$ cat src/rtl/udp_rx_pkg.sv
// udp_rx_pkg: shared types and constants for the UDP receive path.
// State encoding, header lengths, protocol constants, CRC helpers.
package udp_rx_pkg;

    typedef enum logic [2:0] {
        ST_IDLE,
        ST_PREAMBLE,
        ST_ETH_HDR,
        ST_IP_HDR,
        ST_UDP_HDR,
        ST_PAYLOAD,
        ST_TRAILER,
        ST_DROP
    } state_t;

    localparam logic [10:0] ETH_HDR_LEN = 11'd14;
    localparam logic [10:0] IP_HDR_LEN  = 11'd20;
    localparam logic [10:0] UDP_HDR_LEN = 11'd8;

    localparam logic [15:0] ETHERTYPE_IPV4 = 16'h0800;
    localparam logic [7:0]  IP_PROTO_UDP   = 8'd17;
    localparam logic [7:0]  IP_VER_IHL     = 8'h45;
    localparam logic [7:0]  PRE_BYTE       = 8'h55;
    localparam logic [7:0]  SFD            = 8'hD5;

    localparam logic [31:0] CRC_POLY_REFL = 32'hEDB88320;
    localparam logic [31:0] CRC_RESIDUE   = 32'hC704DD7B;

    // The CRC register shifts LSB first; the residue constant
    // is written in the normal (MSB-first) bit order.
    function automatic logic [31:0] bit_rev32(
        input logic [31:0] v
    );
        logic [31:0] r;
        for (int i = 0; i < 32; i++) begin
            r[i] = v[31-i];
        end
        return r;
    endfunction

endpackage

$ cat src/rtl/eth_crc32_byte.sv
// eth_crc32_byte: combinational reflected CRC-32 step over one byte.
// Ports: crc (current), data (byte, LSB first on wire), crc_next.
module eth_crc32_byte
    import udp_rx_pkg::*;
(
    input  logic [31:0] crc,
    input  logic [7:0]  data,
    output logic [31:0] crc_next
);

    logic [31:0] c;

    always_comb begin
        c = crc;
        for (int i = 0; i < 8; i++) begin
            if (c[0] ^ data[i]) begin
                c = (c >> 1) ^ CRC_POLY_REFL;
            end else begin
                c = c >> 1;
            end
        end
        crc_next = c;
    end

endmodule

$ cat src/rtl/udp_rx_packet.sv
// udp_rx_packet: filters Eth/IPv4/UDP frames and streams the payload.
// Ports: clk, rst (sync, active-high); packet_in_valid/data in;
// udp_rx_valid/data/last payload; src_mac/ip/port, len metadata;
// udp_rx_good/err status pulses.
// Optional: define UDP_RX_FCS_CHECK_EN to qualify good/err on FCS.
module udp_rx_packet
    import udp_rx_pkg::*;
#(
    parameter logic [47:0] our_mac  = 48'h2301EFBEADDE,
    parameter logic [31:0] our_ip   = 32'h4001A4C0,
    parameter logic [15:0] our_port = 16'h1000
) (
    input  logic        clk,
    input  logic        rst,
    input  logic        packet_in_valid,
    input  logic [7:0]  packet_in_data,
    output logic        udp_rx_valid,
    output logic [7:0]  udp_rx_data,
    output logic        udp_rx_last,
    output logic [47:0] udp_rx_src_mac,
    output logic [31:0] udp_rx_src_ip,
    output logic [15:0] udp_rx_src_port,
    output logic [15:0] udp_rx_len,
    output logic        udp_rx_good,
    output logic        udp_rx_err
);

    state_t      state_q, state_d;
    logic [10:0] cnt_q, cnt_d;
    logic [39:0] sh_q;
    logic [47:0] win;
    logic [15:0] hw;
    logic        len_bad;

    logic [47:0] smac_q;
    logic [31:0] sip_q;
    logic [15:0] sport_q;
    logic [15:0] iplen_q;
    logic [15:0] plen_q;

    logic fwd, last_hit, trunc, hdr_zero;
    logic lat_smac, lat_sip, lat_sport;
    logic lat_iplen, lat_ulen;
    logic good_d, err_d, zero_ok, meta_ld;

    // win: last six bytes, first wire byte in [7:0].
    // hw: last two bytes as a big-endian number.
    assign win = {packet_in_data, sh_q};
    assign hw  = {sh_q[39:32], packet_in_data};

    assign len_bad = (hw < 16'd8) ||
        ({1'b0, hw} + 17'd20 > {1'b0, iplen_q});

    always_ff @(posedge clk) begin
        if (rst) begin
            state_q <= ST_IDLE;
            cnt_q   <= '0;
            sh_q    <= '0;
        end else begin
            state_q <= state_d;
            cnt_q   <= cnt_d;
            if (packet_in_valid) begin
                sh_q <= win[47:8];
            end
        end
    end

    always_comb begin
        state_d   = state_q;
        cnt_d     = cnt_q + 11'd1;
        fwd       = 1'b0;
        last_hit  = 1'b0;
        trunc     = 1'b0;
        hdr_zero  = 1'b0;
        lat_smac  = 1'b0;
        lat_sip   = 1'b0;
        lat_sport = 1'b0;
        lat_iplen = 1'b0;
        lat_ulen  = 1'b0;
        unique case (state_q)
            ST_IDLE: begin
                if (packet_in_valid) begin
                    unique case (1'b1)
                        packet_in_data == PRE_BYTE:
                            state_d = ST_PREAMBLE;
                        packet_in_data == SFD:
                            state_d = ST_ETH_HDR;
                        default:
                            state_d = ST_DROP;
                    endcase
                end
            end
            ST_PREAMBLE: begin
                if (!packet_in_valid) begin
                    state_d = ST_IDLE;
                end else if (packet_in_data == SFD) begin
                    state_d = ST_ETH_HDR;
                end else if (packet_in_data != PRE_BYTE) begin
                    state_d = ST_DROP;
                end
            end
            ST_ETH_HDR: begin
                if (!packet_in_valid) begin
                    state_d = ST_IDLE;
                end else begin
                    if (cnt_q == 11'd5 && win != our_mac &&
                        win != '1) begin
                        state_d = ST_DROP;
                    end
                    if (cnt_q == 11'd11) begin
                        lat_smac = 1'b1;
                    end
                    if (cnt_q == ETH_HDR_LEN - 11'd1) begin
                        state_d = (hw == ETHERTYPE_IPV4) ?
                            ST_IP_HDR : ST_DROP;
                    end
                end
            end
            ST_IP_HDR: begin
                if (!packet_in_valid) begin
                    state_d = ST_IDLE;
                end else begin
                    if (cnt_q == 11'd0 &&
                        packet_in_data != IP_VER_IHL) begin
                        state_d = ST_DROP;
                    end
                    if (cnt_q == 11'd3) begin
                        lat_iplen = 1'b1;
                    end
                    if (cnt_q == 11'd9 &&
                        packet_in_data != IP_PROTO_UDP) begin
                        state_d = ST_DROP;
                    end
                    if (cnt_q == 11'd15) begin
                        lat_sip = 1'b1;
                    end
                    if (cnt_q == IP_HDR_LEN - 11'd1) begin
                        state_d = (win[47:16] == our_ip ||
                                   win[47:16] == '1) ?
                            ST_UDP_HDR : ST_DROP;
                    end
                end
            end
            ST_UDP_HDR: begin
                if (!packet_in_valid) begin
                    state_d = ST_IDLE;
                end else begin
                    if (cnt_q == 11'd1) begin
                        lat_sport = 1'b1;
                    end
                    if (cnt_q == 11'd3 && hw != our_port) begin
                        state_d = ST_DROP;
                    end
                    if (cnt_q == 11'd5) begin
                        lat_ulen = 1'b1;
                        if (len_bad) begin
                            state_d = ST_DROP;
                        end
                    end
                    if (cnt_q == UDP_HDR_LEN - 11'd1) begin
                        if (plen_q == 16'd0) begin
                            hdr_zero = 1'b1;
                            state_d  = ST_TRAILER;
                        end else begin
                            state_d = ST_PAYLOAD;
                        end
                    end
                end
            end
            ST_PAYLOAD: begin
                if (!packet_in_valid) begin
                    trunc   = 1'b1;
                    state_d = ST_IDLE;
                end else begin
                    fwd = 1'b1;
                    if ({5'd0, cnt_q} == plen_q - 16'd1) begin
                        last_hit = 1'b1;
                        state_d  = ST_TRAILER;
                    end
                end
            end
            ST_TRAILER, ST_DROP: begin
                if (!packet_in_valid) begin
                    state_d = ST_IDLE;
                end
            end
            default: state_d = ST_IDLE;
        endcase
        if (state_d != state_q) begin
            cnt_d = '0;
        end
    end

    always_ff @(posedge clk) begin
        if (rst) begin
            smac_q  <= '0;
            sip_q   <= '0;
            sport_q <= '0;
            iplen_q <= '0;
            plen_q  <= '0;
        end else begin
            if (lat_smac)  smac_q  <= win;
            if (lat_sip)   sip_q   <= win[47:16];
            if (lat_sport) sport_q <= hw;
            if (lat_iplen) iplen_q <= hw;
            if (lat_ulen)  plen_q  <= hw - 16'd8;
        end
    end

`ifdef UDP_RX_FCS_CHECK_EN
    logic [31:0] crc_q, crc_nx;
    logic        fcs_end, crc_ok, zero_q;

    eth_crc32_byte u_crc (
        .crc      (crc_q),
        .data     (packet_in_data),
        .crc_next (crc_nx)
    );

    // Seeded on the SFD so the first dst MAC byte sees the init value.
    always_ff @(posedge clk) begin
        if (rst) begin
            crc_q  <= '1;
            zero_q <= 1'b0;
        end else begin
            if (state_d == ST_ETH_HDR &&
                state_q != ST_ETH_HDR) begin
                crc_q <= '1;
            end else if (packet_in_valid) begin
                crc_q <= crc_nx;
            end
            if (state_q == ST_IDLE) begin
                zero_q <= 1'b0;
            end else if (hdr_zero) begin
                zero_q <= 1'b1;
            end
        end
    end

    assign fcs_end = (state_q == ST_TRAILER) && !packet_in_valid;
    assign crc_ok  = bit_rev32(crc_q) == CRC_RESIDUE;
    assign good_d  = fcs_end && crc_ok;
    assign err_d   = trunc || (fcs_end && !crc_ok);
    assign zero_ok = good_d && zero_q;
`else
    assign good_d  = last_hit || hdr_zero;
    assign err_d   = trunc;
    assign zero_ok = hdr_zero;
`endif

    assign meta_ld = (fwd && cnt_q == 11'd0) || zero_ok;

    always_ff @(posedge clk) begin
        if (rst) begin
            udp_rx_valid    <= 1'b0;
            udp_rx_data     <= '0;
            udp_rx_last     <= 1'b0;
            udp_rx_src_mac  <= '0;
            udp_rx_src_ip   <= '0;
            udp_rx_src_port <= '0;
            udp_rx_len      <= '0;
            udp_rx_good     <= 1'b0;
            udp_rx_err      <= 1'b0;
        end else begin
            udp_rx_valid <= fwd;
            udp_rx_last  <= last_hit;
            udp_rx_good  <= good_d;
            udp_rx_err   <= err_d;
            if (fwd) begin
                udp_rx_data <= packet_in_data;
            end
            if (meta_ld) begin
                udp_rx_src_mac  <= smac_q;
                udp_rx_src_ip   <= sip_q;
                udp_rx_src_port <= sport_q;
                udp_rx_len      <= plen_q;
            end
        end
    end

endmodule

$ cat config.mk
export PLATFORM = sky130hd
export DESIGN_NAME = udp_rx_packet
export DESIGN_NICKNAME = d
export VERILOG_FILES = /design/src/rtl/udp_rx_pkg.sv /design/src/rtl/eth_crc32_byte.sv /design/src/rtl/udp_rx_packet.sv
export SDC_FILE = /design/constraint.sdc
export NUM_CORES = 1
export LEC_CHECK = 0
export BUFFER_PORTS_ARGS = -buffer_cell sky130_fd_sc_hd__buf_2
export CORE_MARGIN = 1
export CORE_UTILIZATION = 45
export DETAILED_ROUTE_END_ITERATION = 10
export PLACE_DENSITY = 0.74
export SLEW_MARGIN = 25
export SYNTH_ARGS = -nofsm -noshare
export SYNTH_HDL_FRONTEND = slang
export SYNTH_SLANG_ARGS = --single-unit
$ cat constraint.sdc
create_clock -name clk -period 10.25 [get_ports clk]
set_input_delay 0 -clock clk [delete_from_list [all_inputs] [get_ports clk]]
set_output_delay 0 -clock clk [all_outputs]
set_load 0.1 [all_outputs]
==> results of run 1 <==
## Yosys cell counts, types with 17 or more instances
library cell | n | area, µm²
clkbuf_1 | 96 | 360
nand2_1 | 471 | 1770
inv_1 | 31 | 116
ha_1 | 26 | 325
nand3_1 | 22 | 110
xnor2_1 | 23 | 201
nor3_1 | 20 | 100
nand4_1 | 19 | 119
mux2i_1 | 52 | 521
a21oi_1 | 238 | 1190
nor2_1 | 105 | 394
xor2_1 | 17 | 149
dfxtp_1 | 306 | 6130
## sequential cells by signal, indices dropped and copies added, names as in the netlist
name             count
cnt_q               11
udp_rx_err           1
udp_rx_src_ip       32
iplen_q             16
smac_q              48
udp_rx_valid         1
state_q              3
sport_q             16
udp_rx_src_mac      48
sip_q               32
udp_rx_len          16
udp_rx_good          1
udp_rx_src_port     16
plen_q              16
udp_rx_data          8
sh_q                40
udp_rx_last          1
## layer usage
layer	wire length (µm)	GRT usage (%)	vias up
met5	0	0	-
met4	815	7.03	0
met3	2040	3.35	61
met2	16200	38.5	342
met1	16200	32.8	5393
li1	-	-	5514
## worst max-delay path, delay by kind of cell, from the launching register on
kind | cells | cell delay (ns)
AOI/OAI and AO/OA | 6 | 1.23
and+or+nand+nor | 4 | 1.38
adders and majority gates | 1 | 0.27
DFF | 1 | 0.76
xor gates and xnor gates | 1 | 0.19
## repair_timing
action | 4_1_cts | 5_1_grt
hold buffers | 8 | 0
hold endpoints to repair | 51 | 0
gates resized for setup | 0 | 0
## stage by stage
step	instance area (µm²)	instances
after global routing	14700	2071
final	14700	2071
after floorplan	12800	1608
after global placement	13600	2005
after CTS	14700	2071
after detailed placement	13600	2005
## cells by family (layout without fill, tap and decap cells)
group / Yosys count / in the layout / share of synthesized area [%]
and+or+nand+nor: 718 / 718 / 24.3
DFF: 306 / 306 / 47.7
adders and majority gates: 26 / 26 / 2.53
xor gates and xnor gates: 40 / 40 / 2.73
buffers and inverters: 155 / 240 / 4.79
AOI/OAI and AO/OA: 311 / 311 / 13.9
muxes: 52 / 52 / 4.05
## worst paths after layout
check,start,end,slack (ns)
worst min register to register,udp_rx_src_mac[28],udp_rx_src_mac[28],0.45
worst min-delay path,rst,udp_rx_valid,0.06
worst max-delay path,sh_q[34],cnt_q[0],6.32
worst max register to register,sh_q[34],cnt_q[0],6.32
## layout make-up
type / instances / area (µm²) / share of cell area [%]
clock buffer: 41 / 843 / 5.73
clock inverter: 17 / 188 / 1.28
inverter: 31 / 116 / 0.791
multi-input combinational: 1147 / 6140 / 41.7
sequential: 306 / 6130 / 41.6
tap: 378 / 473 / 3.21
timing repair buffer: 151 / 831 / 5.64
## report_power, final
group / switching (mW) / leakage [nW] / internal [mW]
registers: 0.0174 / 2.47 / 1.20
logic: 0.0758 / 2.57 / 0.0356
clock network: 0.481 / 0.508 / 0.658
total: 0.575 / 5.54 / 1.89
==> results.txt, run 1 <==
EDFF count, synth: 0
DP Worst Slack: 6.11 ns
Setup crit start kind: flip-flop
Root Driver: clkbuf_16
Yosys warns: 0
DRT antenna net count: 0
Commonest non-fill, non-tap cell in the layout: nand2_1
Max-Cap Viols: 0
Final min period: 3.93 ns
Post-route DRC: 0
CP max FO: 16
Result of the run: complete, no violations
CP arrival: 4.42 ns
CTS sink count: 306
Die area: 29200 µm²
Layout cells sized above 1: 13.3%
PwrDens: 167 nW/µm²
RSZ-0062 raised after global routing: no
Initial DRC Count: 877
Synth-to-layout area growth: 14.6%
Most frequent cells in the layout: 470 x nand2_1, 306 x dfxtp_1, 238 x a21oi_1
Global-route wire length before repair: 55700 µm
Later-pin clock latency in the skew report: 0.58 ns
CTS tree: done
Largest net degree at the start of global routing: 120
Ant diodes: 0
Post-synth ARST share: 0%
Post-Route WL: 35200 µm
Fillers: 2666
Die Y: 171 µm
Post-Synthesis Cells: 1608
Clock transition at path regs: 0.06 ns
Syn_nets: 1645
Vias in the first global route: 10441
Core ar.: 27900 µm²
Vias per cell: 5.46
Post-detail-place hpwl: 22900 µm
Wirelength per Cell: 17.0 µm
Slew @ Worst Pin: 1.04 ns
Post-Syn Area per Cell: 7.98 µm²
Top Ports: 135
Cell variety after synth: 68
Yosys reg bits: 306
Number of placement rows: 61
Initial antenna violation count: 0
GRT Total Usage: 23.8%
Clk_skew: 0.0132 ns
Final Hold Slack: 0.0639 ns
WS Path Type: flip-flop to flip-flop
Leak pwr: 5.54 nW
Worst IR drop on VDD: 0.000121 V
F_max: 255 MHz
Setup TNS: 0 ns
Final worst path period share: 38.3%
Final Util: 52.7%
Cells on Worst Hold Path: 2
H-tree Lvls: 1
Endpoints failing setup: 0
Layout net count: 1705
Post-CTS setup buffer count: 0
Seq/Total Area, Yosys: 47.7%
Critical path's slowest cell: dfxtp_1
Hold Fails Final Rpt: 0
Primary FF master, synth: dfxtp_1
Aggregate global routing overflow: 0
Die Span X: 171 µm
Critical Path Max Stage Delay: 0.76 ns
Synthesized cell area: 12800 µm²
Critical Path RT: 10.74 ns
IO buf count: 134
Rel. slew slack: 30.4%
Reg2reg path depth: 12
Final setup margin: 6.32 ns
RD Place Congestion: 0.895
Worst hold path type: input pin to flip-flop
Vias: 11310
Initial Util: 46.0%
CP cell instances: nand4_1 -> nor3_1 -> xor2_1 -> ha_1 -> and3_1 -> a221o_1 -> a31oi_1 -> a31o_2 -> a211o_1 -> o211ai_2 -> or4b_4 -> a211oi_1
1st-pass router iterations: 5
CP Capture Type: flip-flop
Design Power: 2.46 mW
CTS Buffer Depth: 3
CTS Buf Count: 31
Max-slew violation count: 0
No activity file was read; power rests on OpenSTA's default activity.
==> run 2: changes to the inputs <==
--- a/config.mk
+++ b/config.mk
@@ -9,7 +9,7 @@
 export CORE_MARGIN = 1
 export CORE_UTILIZATION = 45
 export DETAILED_ROUTE_END_ITERATION = 10
-export PLACE_DENSITY = 0.74
+export PLACE_DENSITY = 0.76
 export SLEW_MARGIN = 25
 export SYNTH_ARGS = -nofsm -noshare
 export SYNTH_HDL_FRONTEND = slang
==> constraint.sdc (replaced) <==
create_clock -name clk -period 3.4 [get_ports clk]
set_input_delay 0 -clock clk [delete_from_list [all_inputs] [get_ports clk]]
set_output_delay 0 -clock clk [all_outputs]
set_load 0.1 [all_outputs]
==> run 2 against run 1 <==
Compared with the run above: clock skew shrank 0.0019 ns; clock power grew to 2.9 times the previous value; power grew to 3.0 times the previous value; critical path type is now input pin to flip-flop; critical endpoint is now cnt_q[5]; largest power group unchanged; highest routed layer unchanged.
==> results.txt, run 2 (same netlist as run 1, synthesis figures left out) <==
Final worst path period share: 97.3%
Final Util: 54.6% (was 52.7%)
Worst hold path type: input pin to flip-flop (unchanged)
Aggregate global routing overflow: 0 (unchanged)
Internal power: 5.63 mW (was 1.89 mW)
CP Capture Type: flip-flop (unchanged)
Most frequent cells in the layout: 470 x nand2_1, 300 x dfxtp_1, 237 x a21oi_1 (was 470 x nand2_1, 306 x dfxtp_1, 238 x a21oi_1)
Hold Fails Final Rpt: 0 (unchanged)
Endpoints failing setup: 0 (unchanged)
Post-Route WL: 35800 µm (was 35200 µm)
CTS tree: done (unchanged)
Vias in the first global route: 10495 (was 10441)
1st-pass router iterations: 5 (unchanged)
Clk_skew: 0.0113 ns (was 0.0132 ns)
Die Span X: 171 µm (unchanged)
Later-pin clock latency in the skew report: 0.57 ns (was 0.58 ns)
Initial DRC Count: 826 (was 877)
Largest net degree at the start of global routing: 128 (was 120)
RSZ-0062 raised after global routing: yes (was no)
Max-Cap Viols: 0 (unchanged)
Synth-to-layout area growth: 18.8% (was 14.6%)
Switching fraction of total power: 23.1% (was 23.3%)
CP arrival: 3.79 ns (was 4.42 ns)
Final Hold Slack: 0.0621 ns (was 0.0639 ns)
RD Place Congestion: 0.901 (was 0.895)
IO buf count: 134 (unchanged)
CTS Buffer Depth: 3 (unchanged)
Layout cells sized above 1: 16.9% (was 13.3%)
Critical Path RT: 3.88 ns (was 10.74 ns)
Slew @ Worst Pin: 0.807 ns (was 1.04 ns)
Layout net count: 1772 (was 1705)
Top Ports: 135 (unchanged)
Net Switching: 1.69 mW (was 0.575 mW)
WS Path Type: input pin to flip-flop (was flip-flop to flip-flop)
Die Y: 171 µm (unchanged)
CTS sink count: 306 (unchanged)
Combinational power share: 5.8% (was 4.5%)
Non-filler cells, final: 2135 (was 2071)
Die area: 29200 µm² (unchanged)
Worst IR drop on VDD: 0.000362 V (was 0.000121 V)
Commonest non-fill, non-tap cell in the layout: nand2_1 (unchanged)
Final setup margin: 0.0911 ns (was 6.32 ns)
DRT antenna net count: 0 (unchanged)
H-tree Lvls: 1 (unchanged)
Inst Count DP: 2064 (was 2005)
Post-route DRC: 0 (unchanged)
Number of placement rows: 61 (unchanged)
GRT Total Usage: 23.9% (was 23.8%)
Vias per cell: 5.41 (was 5.46)
DP Worst Slack: -0.0769 ns (was 6.11 ns)
Setup TNS: 0 ns (unchanged)
Post-detail-place hpwl: 24300 µm (was 22900 µm)
F_max: 302 MHz
Root Driver: clkbuf_16 (unchanged)
Largest registers: smac_q (48), udp_rx_src_mac (48), sh_q (40) (unchanged)
Leak pwr: 5.87 nW (was 5.54 nW)
Setup crit start kind: input pin (was flip-flop)
Final min period: 3.31 ns
Core ar.: 27900 µm² (unchanged)
Vias: 11552 (was 11310)
Initial Util: 46.0% (unchanged)
CTS Buf Count: 31 (unchanged)
Post-DP Area: 14100 µm² (was 13600 µm²)
Rel. slew slack: 46.2% (was 30.4%)
Wirelength per Cell: 16.8 µm (was 17.0 µm)
Max-slew violation count: 0 (unchanged)
CP max FO: 6 (was 16)
Global-route wire length before repair: 56100 µm (was 55700 µm)
Result of the run: complete, no violations (unchanged)
Finished Cell Area: 15200 µm² (was 14700 µm²)
Clock transition at path regs: 0.06 ns (about the same)
PwrDens: 480 nW/µm² (was 167 nW/µm²)
Sequential share of power: 49.6% (was 49.2%)
Initial antenna violation count: 0 (unchanged)
Design Power: 7.32 mW (was 2.46 mW)
Clk network pwr share: 44.5% (was 46.2%)
-- run 2: changes by cell type in the layout (fill, tap and decap cells not counted), sizes merged --
| cell | change |
|---|---|
| clkinvlp | -1 |
| clkbuf | +7 |
| bufinv | -3 |
| clkinv | -7 |
| or4b | +1 |
| diode | +1 |
| buf | +64 |
| dlygate4sd3 | +2 |
-- run 2: power by group through the flow --
stage	sequential, mW	clock [mW]	combinational (mW)
5_1_grt	3.63	3.47	0.460
3_3_place_gp	3.71	0	0.394
3_5_place_dp	3.71	0	0.395
2_1_floorplan	3.70	0	0.265
4_1_cts	3.63	3.31	0.406
6_report	3.63	3.26	0.427
-- run 2: worst max-delay path, cell delays in order --
cell and delay (ns):
dlygate4sd3_1 0.52, buf_4 0.14, ha_1 0.19, o21ai_2 0.07
nor2_1 0.19, nand3_2 0.12, nor2_2 0.13, xnor2_1 0.08
ha_1 0.33, a21o_1 0.17, a221o_1 0.35, a31oi_2 0.14
a31o_2 0.22, a211o_1 0.15, o211ai_2 0.13, or4b_4 0.63
a211oi_2 0.22
-- run 2: path summary, 6_finish.rpt --
kind	startpoint	endpoint	slack, ns	depth (start not counted)
worst max-delay path	packet_in_data[2]	cnt_q[5]	0.09	17
worst min-delay path	packet_in_data[4]	sport_q[4]	0.06	5
worst max register to register	sh_q[37]	cnt_q[5]	0.11	12
worst min register to register	udp_rx_src_mac[10]	udp_rx_src_mac[10]	0.45	2
-- run 2: final cells by class --
cell class,count,area (µm²)
antenna,1,2.50
clock inverter,6,51.3
sequential,306,6140
timing repair buffer,217,1370
tap,378,473
fill,2598,12700
multi-input combinational,1148,6170
inverter,31,116
clock buffer,48,930
-- run 2: routing by layer --
| layer | part of all wire (%) | wire, µm | GRT usage [%] |
|---|---|---|---|
| met4 | 2.1 | 743 | 6.17 |
| met2 | 47 | 16800 | 39.4 |
| met1 | 47 | 16700 | 33.4 |
| met3 | 4.4 | 1570 | 2.54 |
| met5 | 0 | 0 | 0 |
-- run 2: timing repair --
item | 4_1_cts | 5_1_grt
gates resized for setup | 0 | 19
endpoints found under the setup margin | 0 | 11
hold buffers | 10 | 0
hold endpoints to repair | 50 | 0
buffers inserted | 0 | 5
